### config.mk
export PLATFORM = sky130hd
export DESIGN_NAME = sar_conv_scheduler
export DESIGN_NICKNAME = d
export VERILOG_FILES = /design/src/rtl/sar_conv_scheduler.sv
export SDC_FILE = /design/constraint.sdc
export NUM_CORES = 1
export LEC_CHECK = 0
export ABC_AREA = 0
export CAP_MARGIN = 30
export CORE_ASPECT_RATIO = 2
export CORE_MARGIN = 2
export CORE_UTILIZATION = 44
export DETAILED_ROUTE_END_ITERATION = 8
export MAX_ROUTING_LAYER = met4
export PLACE_DENSITY = 0.78
export SYNTH_ARGS = -nofsm -noshare
export SYNTH_HDL_FRONTEND = slang
export SYNTH_SLANG_ARGS = --single-unit
### constraint.sdc
create_clock -name CLK_S -period 2.4 [get_ports CLK_S]
set_input_delay 0.36 -clock CLK_S [delete_from_list [all_inputs] [get_ports CLK_S]]
set_output_delay 0.36 -clock CLK_S [all_outputs]
set_load 0.01 [all_outputs]
### src/rtl/sar_conv_scheduler.sv
// sar_conv_scheduler: round-robin conversion scheduler for the 12-bit SAR ADC.
// Arbitrates NCH requesters, drives mux select / sampling window / conversion
// start, captures the SAR result on the EOC rising edge and offers it on a
// single-entry valid/ready result slot.
// Optional EOC watchdog: define SAR_SCHED_TIMEOUT_EN to abort a conversion that
// sees no EOC edge within TIMEOUT_CYC cycles (TIMEOUT_ERR pulses).
module sar_conv_scheduler #(
    parameter int NCH        = 4,
    parameter int CH_W       = 2,
    parameter int SAMPLE_CYC = 4
`ifdef SAR_SCHED_TIMEOUT_EN
    ,
    parameter int TIMEOUT_CYC = 64
`endif
) (
    input  logic            CLK_S,
    input  logic            RST,
    input  logic [NCH-1:0]  REQ,
    output logic [NCH-1:0]  GNT,
    output logic [CH_W-1:0] CH_SEL,
    output logic            SAMPLE,
    output logic            CONV_START,
    input  logic            EOC,
    input  logic [11:0]     DIN,
    output logic            RES_VALID,
    input  logic            RES_READY,
    output logic [11:0]     RES_DATA,
    output logic [CH_W-1:0] RES_CH,
    output logic            BUSY,
    output logic            TIMEOUT_ERR
);

    // Sample counter is loaded with SAMPLE_CYC-1 and counts down to zero.
    localparam int SC_W = (SAMPLE_CYC > 1) ? $clog2(SAMPLE_CYC) : 1;

    typedef enum logic [1:0] {
        S_IDLE     = 2'd0,
        S_SAMPLE   = 2'd1,
        S_START    = 2'd2,
        S_WAIT_EOC = 2'd3
    } state_t;

    state_t            state_q, state_d;
    logic [CH_W-1:0]   ptr_q, ptr_d;
    logic [NCH-1:0]    gnt_q, gnt_d;
    logic [CH_W-1:0]   ch_sel_q, ch_sel_d;
    logic              sample_q, sample_d;
    logic              conv_start_q, conv_start_d;
    logic              res_valid_q, res_valid_d;
    logic [11:0]       res_data_q, res_data_d;
    logic [CH_W-1:0]   res_ch_q, res_ch_d;
    logic              busy_q, busy_d;
    logic              eoc_prev_q, eoc_prev_d;
    logic [SC_W-1:0]   samp_cnt_q, samp_cnt_d;

    logic              eoc_edge;
    logic              slot_free;
    logic              win_found;
    logic [CH_W-1:0]   win_idx;
    logic [CH_W-1:0]   cand;
    int                cand_i;

`ifdef SAR_SCHED_TIMEOUT_EN
    // Watchdog counter holds 0..TIMEOUT_CYC-1; terminal count is TIMEOUT_CYC-1.
    localparam int TC_W = (TIMEOUT_CYC > 1) ? $clog2(TIMEOUT_CYC) : 1;
    logic [TC_W-1:0]   tmo_cnt_q, tmo_cnt_d;
    logic              timeout_err_q, timeout_err_d;
`endif

    // EOC history is kept in every state, so a level already high when
    // WAIT_EOC is entered never looks like a fresh edge.
    assign eoc_prev_d = EOC;
    assign eoc_edge   = EOC & ~eoc_prev_q;
    // The slot can take a new result if empty or being drained this cycle.
    assign slot_free  = ~res_valid_q | RES_READY;

    // Round-robin pick: first requesting channel at or after ptr_q, wrapping.
    always_comb begin
        win_found = 1'b0;
        win_idx   = '0;
        cand      = '0;
        cand_i    = 0;
        for (int i = 0; i < NCH; i++) begin
            cand_i = int'(ptr_q) + i;
            if (cand_i >= NCH) cand_i = cand_i - NCH;
            cand = CH_W'(cand_i);
            if (!win_found && REQ[cand]) begin
                win_found = 1'b1;
                win_idx   = cand;
            end
        end
    end

    // Next-state and registered-output logic for the conversion sequence.
    always_comb begin
        state_d      = state_q;
        ptr_d        = ptr_q;
        gnt_d        = '0;
        ch_sel_d     = ch_sel_q;
        sample_d     = 1'b0;
        conv_start_d = 1'b0;
        samp_cnt_d   = samp_cnt_q;
        res_data_d   = res_data_q;
        res_ch_d     = res_ch_q;
        res_valid_d  = res_valid_q & ~RES_READY;
`ifdef SAR_SCHED_TIMEOUT_EN
        tmo_cnt_d     = tmo_cnt_q;
        timeout_err_d = 1'b0;
`endif
        case (state_q)
            S_IDLE: begin
                if (win_found && slot_free) begin
                    gnt_d[win_idx] = 1'b1;
                    ch_sel_d       = win_idx;
                    ptr_d          = (win_idx == CH_W'(NCH - 1)) ? '0 : win_idx + 1'b1;
                    sample_d       = 1'b1;
                    samp_cnt_d     = SC_W'(SAMPLE_CYC - 1);
                    state_d        = S_SAMPLE;
                end
            end
            S_SAMPLE: begin
                if (samp_cnt_q == '0) begin
                    conv_start_d = 1'b1;
                    state_d      = S_START;
                end else begin
                    sample_d   = 1'b1;
                    samp_cnt_d = samp_cnt_q - 1'b1;
                end
            end
            S_START: begin
                state_d = S_WAIT_EOC;
`ifdef SAR_SCHED_TIMEOUT_EN
                tmo_cnt_d = '0;
`endif
            end
            S_WAIT_EOC: begin
                // An edge on the terminal-count cycle still captures.
                if (eoc_edge) begin
                    res_data_d  = DIN;
                    res_ch_d    = ch_sel_q;
                    res_valid_d = 1'b1;
                    state_d     = S_IDLE;
                end
`ifdef SAR_SCHED_TIMEOUT_EN
                else if (tmo_cnt_q == TC_W'(TIMEOUT_CYC - 1)) begin
                    timeout_err_d = 1'b1;
                    state_d       = S_IDLE;
                end else begin
                    tmo_cnt_d = tmo_cnt_q + 1'b1;
                end
`endif
            end
            default: state_d = S_IDLE;
        endcase
        busy_d = (state_d != S_IDLE);
    end

    // State and output registers; reset abandons any conversion in flight.
    always_ff @(posedge CLK_S or posedge RST) begin
        if (RST) begin
            state_q      <= S_IDLE;
            ptr_q        <= '0;
            gnt_q        <= '0;
            ch_sel_q     <= '0;
            sample_q     <= 1'b0;
            conv_start_q <= 1'b0;
            res_valid_q  <= 1'b0;
            res_data_q   <= '0;
            res_ch_q     <= '0;
            busy_q       <= 1'b0;
            eoc_prev_q   <= 1'b0;
            samp_cnt_q   <= '0;
        end else begin
            state_q      <= state_d;
            ptr_q        <= ptr_d;
            gnt_q        <= gnt_d;
            ch_sel_q     <= ch_sel_d;
            sample_q     <= sample_d;
            conv_start_q <= conv_start_d;
            res_valid_q  <= res_valid_d;
            res_data_q   <= res_data_d;
            res_ch_q     <= res_ch_d;
            busy_q       <= busy_d;
            eoc_prev_q   <= eoc_prev_d;
            samp_cnt_q   <= samp_cnt_d;
        end
    end

`ifdef SAR_SCHED_TIMEOUT_EN
    // Watchdog counter and abort pulse register.
    always_ff @(posedge CLK_S or posedge RST) begin
        if (RST) begin
            tmo_cnt_q     <= '0;
            timeout_err_q <= 1'b0;
        end else begin
            tmo_cnt_q     <= tmo_cnt_d;
            timeout_err_q <= timeout_err_d;
        end
    end
    assign TIMEOUT_ERR = timeout_err_q;
`else
    assign TIMEOUT_ERR = 1'b0;
`endif

    assign GNT        = gnt_q;
    assign CH_SEL     = ch_sel_q;
    assign SAMPLE     = sample_q;
    assign CONV_START = conv_start_q;
    assign RES_VALID  = res_valid_q;
    assign RES_DATA   = res_data_q;
    assign RES_CH     = res_ch_q;
    assign BUSY       = busy_q;

endmodule

==> impl_metrics.sql <==
INSERT INTO impl_metrics (metric_group, metric, value, unit) VALUES
('synthesis', 'synth_top_area_share', '0.5916', ''),
('timing', 'finalHoldWorstSlack', '0.4430', 'ns'),
('clock_tree', 'post-cts-setup-buffers', '0', ''),
('die', 'die-width', '42.60', 'um'),
('timing', 'timing.final.ws_setup', '0.3918', 'ns'),
('timing', 'finalHoldViolCount', '0', ''),
('global_route', 'grt_antenna_before_repair', '0', ''),
('timing', 'timing.slew.headroom', '0.6572', ''),
('finish', 'post_route_cells_drive_above_1_share', '0.08242', ''),
('power', 'clock_power_share', '0.207', ''),
('die', 'total_die_area', '0.003459', 'mm^2'),
('synthesis', 'syn-cell-area', '0.001311', 'mm^2'),
('min_path', 'hold_class', 'primary input to async pin', ''),
('setup_path', 'end_kind', 'flip-flop', ''),
('drt', 'detailedRoute.firstIterationViolations', '23', ''),
('die', 'initial_cell_density_of_the_core', '0.4509', ''),
('global_route', 'grt_usage', '0.1847', ''),
('setup_path', 'timing.critical_path.required', '2.59', 'ns'),
('die', 'rows', '28', ''),
('die', 'core-area', '0.002908', 'mm^2'),
('run', 'max-cap-violations', '0', ''),
('finish', 'final_cells', '212', ''),
('timing', 'setup_violations', '0', ''),
('finish', 'final_nets', '206', ''),
('clock_tree', 'htreeDepth', '2', ''),
('drt', 'num_vias', '1064', ''),
('clock_tree', 'cts_made_buffers', '5', ''),
('placed_design', 'gp_congestion', '0.7579', ''),
('setup_path', 'critical_path.startpoint_type', 'primary input', ''),
('power', 'ir_drop', '0.0005916', 'V'),
('die', 'ios', '45', ''),
('drt', 'final_antenna_net_count', '0', ''),
('outcome', 'status', 'finished, final reports clean', ''),
('global_route', 'grt_first_pass_wirelength', '4554', 'um'),
('drt', 'drc_violations_left', '0', ''),
('synthesis', 'yosysTopAreaCell', 'sky130_fd_sc_hd__dfrtp_1', ''),
('drt', 'drt_first_pass_iters', '4', ''),
('drt', 'avgRoutedWirePerCell', '13.06', 'um'),
('finish', 'area_growth', '42.37', '%'),
('clock_tree', 'clock_latency', '0.28', 'ns'),
('setup_path', 'timing.critical_path.slowest_cell_delay', '0.48', 'ns'),
('setup_path', 'cp-startpoint', 'REQ[0]', ''),
('timing', 'setup-tns-final', '0', 'ns'),
('timing', 'fmax', '498.0', 'MHz'),
('clock_tree', 'clock_sink_count', '31', ''),
('clock_tree', 'cts.root.buffer_cell', 'sky130_fd_sc_hd__clkbuf_8', ''),
('synthesis', 'ys_types', '28', ''),
('timing', 'fin_crit_sh', '0.8367', ''),
('synthesis', 'synthesis.area_per_instance', '9.859', 'um^2'),
('synthesis', 'ys_top_cells_by_count', '50 x sky130_fd_sc_hd__nand2_1, 31 x sky130_fd_sc_hd__dfrtp_1, 7 x sky130_fd_sc_hd__inv_1', ''),
('synthesis', 'async_reset_ff_frac', '1.000', ''),
('power', 'p_leak', '0.9129', 'nW'),
('global_route', 'grt_overflow', '0', ''),
('timing', 'worst_pin_slew', '0.5143', 'ns'),
('placed_design', 'dp_slack', '0.1080', 'ns'),
('setup_path', 'r2r-end', 'ptr_q[1]$_DFFE_PP0P_', ''),
('power', 'internal_power', '1.447', 'mW'),
('synthesis', 'synth_flop_cell', 'sky130_fd_sc_hd__dfrtp_1', ''),
('clock_tree', 'clkTransAtPathRegs', '0.06', 'ns'),
('clock_tree', 'cts_tree', 'built', ''),
('power', 'power_switching_share', '0.3276', ''),
('setup_path', 'crit_slowest_cell', 'sky130_fd_sc_hd__clkdlybuf4s50_1', ''),
('global_route', 'first_global_vias', '1035', ''),
('placed_design', 'dpl.hpwl', '2081', 'um'),
('setup_path', 'crit_type', 'primary input to flip-flop', ''),
('setup_path', 'worstRegToRegCells', '5', ''),
('setup_path', 'worstPathArrival', '2.20', 'ns'),
('clock_tree', 'postCtsResizedCells', '0', ''),
('timing', 'finClkSkew', '0.004309', 'ns'),
('timing', 'rsz0062_at_grt', 'no', ''),
('placed_design', 'buffers_added_on_ports', '43', '');
[layout by cell type (no fill, tap or decap), types with 2 or more instances in the layout]
master                             n
sky130_fd_sc_hd__nand2_1          50
sky130_fd_sc_hd__clkdlybuf4s50_1  43
sky130_fd_sc_hd__dfrtp_1          31
sky130_fd_sc_hd__inv_1             7
sky130_fd_sc_hd__clkbuf_8          7
sky130_fd_sc_hd__o21ai_0           5
sky130_fd_sc_hd__a21oi_1           5
sky130_fd_sc_hd__ha_1              5
sky130_fd_sc_hd__nor2_1            4
sky130_fd_sc_hd__and2_1            3
sky130_fd_sc_hd__and2_2            2
sky130_fd_sc_hd__nor2b_1           2
sky130_fd_sc_hd__nor3_1            2
sky130_fd_sc_hd__buf_4             2
[flip-flops by register name, indices dropped and copies added, names as in the netlist]
register    count
GNT             4
CH_SEL          2
ptr_q           2
RES_VALID       1
BUSY            1
CONV_START      1
RES_CH          2
state_q         2
samp_cnt_q      2
RES_DATA       12
SAMPLE          1
eoc_prev_q      1
[cell families (layout without fill, tap and decap cells)]
group                    after synthesis  count (layout)  share of synthesized area
AND/OR/NAND/NOR                       69              69                     0.2347
multiplexers                           2               2                    0.02003
other                                  1               1                   0.002860
adder cells (fa/ha/maj)                5               5                    0.04771
buffers and inverters                 11              60                    0.04103
AO/OA/AOI/OAI                         14              14                    0.06202
flip-flops                            31              31                     0.5916
[power by group through the flow]
stage | clock [mW] | combinational [mW] | sequential (mW)
global route | 0.477 | 0.940 | 0.886
floorplan | 0 | 0.362 | 0.918
detailed placement | 0 | 0.861 | 0.862
global placement | 0 | 0.831 | 0.847
CTS | 0.452 | 0.867 | 0.852
finish | 0.445 | 0.853 | 0.855
[critical path, delay by kind of cell]
kind / cells / cell delay [ns]
AOI/OAI and AO/OA: 2 / 0.60
muxes: 1 / 0.29
buffers and inverters: 1 / 0.48
adders and majority gates: 1 / 0.22
and+or+nand+nor: 1 / 0.25
[metrics by stage]
step           power (mW)    util  instance area, um^2
2_1_floorplan       1.280       -                 1311
4_1_cts             2.172  0.6420                 1867
6_report            2.153  0.6420                 1867
5_1_grt             2.303  0.6420                 1867
3_3_place_gp        1.678  0.6076                 1767
3_5_place_dp        1.723  0.6076                 1767
[area by class of cell]
cell class / count / area, um^2
fill: 242 / 1041
sequential: 31 / 775.7
multi-input combinational: 91 / 481.7
timing repair buffer: 45 / 445.4
clock buffer: 8 / 100.1
tap: 30 / 37.54
inverter: 7 / 26.28
[how the worst min path moves through the flow]
stage	start	endpoint
after global routing	RES_DATA[3]$_DFFE_PP0P_	RES_DATA[3]$_DFFE_PP0P_
final	RST	RES_DATA[9]$_DFFE_PP0P_
after floorplan	EOC	eoc_prev_q$_DFF_PP0_
after detailed placement	RES_DATA[11]$_DFFE_PP0P_	RES_DATA[11]$_DFFE_PP0P_
after global placement	RES_DATA[10]$_DFFE_PP0P_	RES_DATA[10]$_DFFE_PP0P_
after CTS	RST	RES_DATA[9]$_DFFE_PP0P_
[per-layer routing]
| metal | part of all wire | track usage |
|---|---|---|
| met3 | 0.051 | 0.05111 |
| met4 | 0.030 | 0.1063 |
| met1 | 0.37 | 0.1733 |
| met2 | 0.55 | 0.3277 |
| met5 | 0 | - |
No activity file was read; power rests on OpenSTA's default activity.
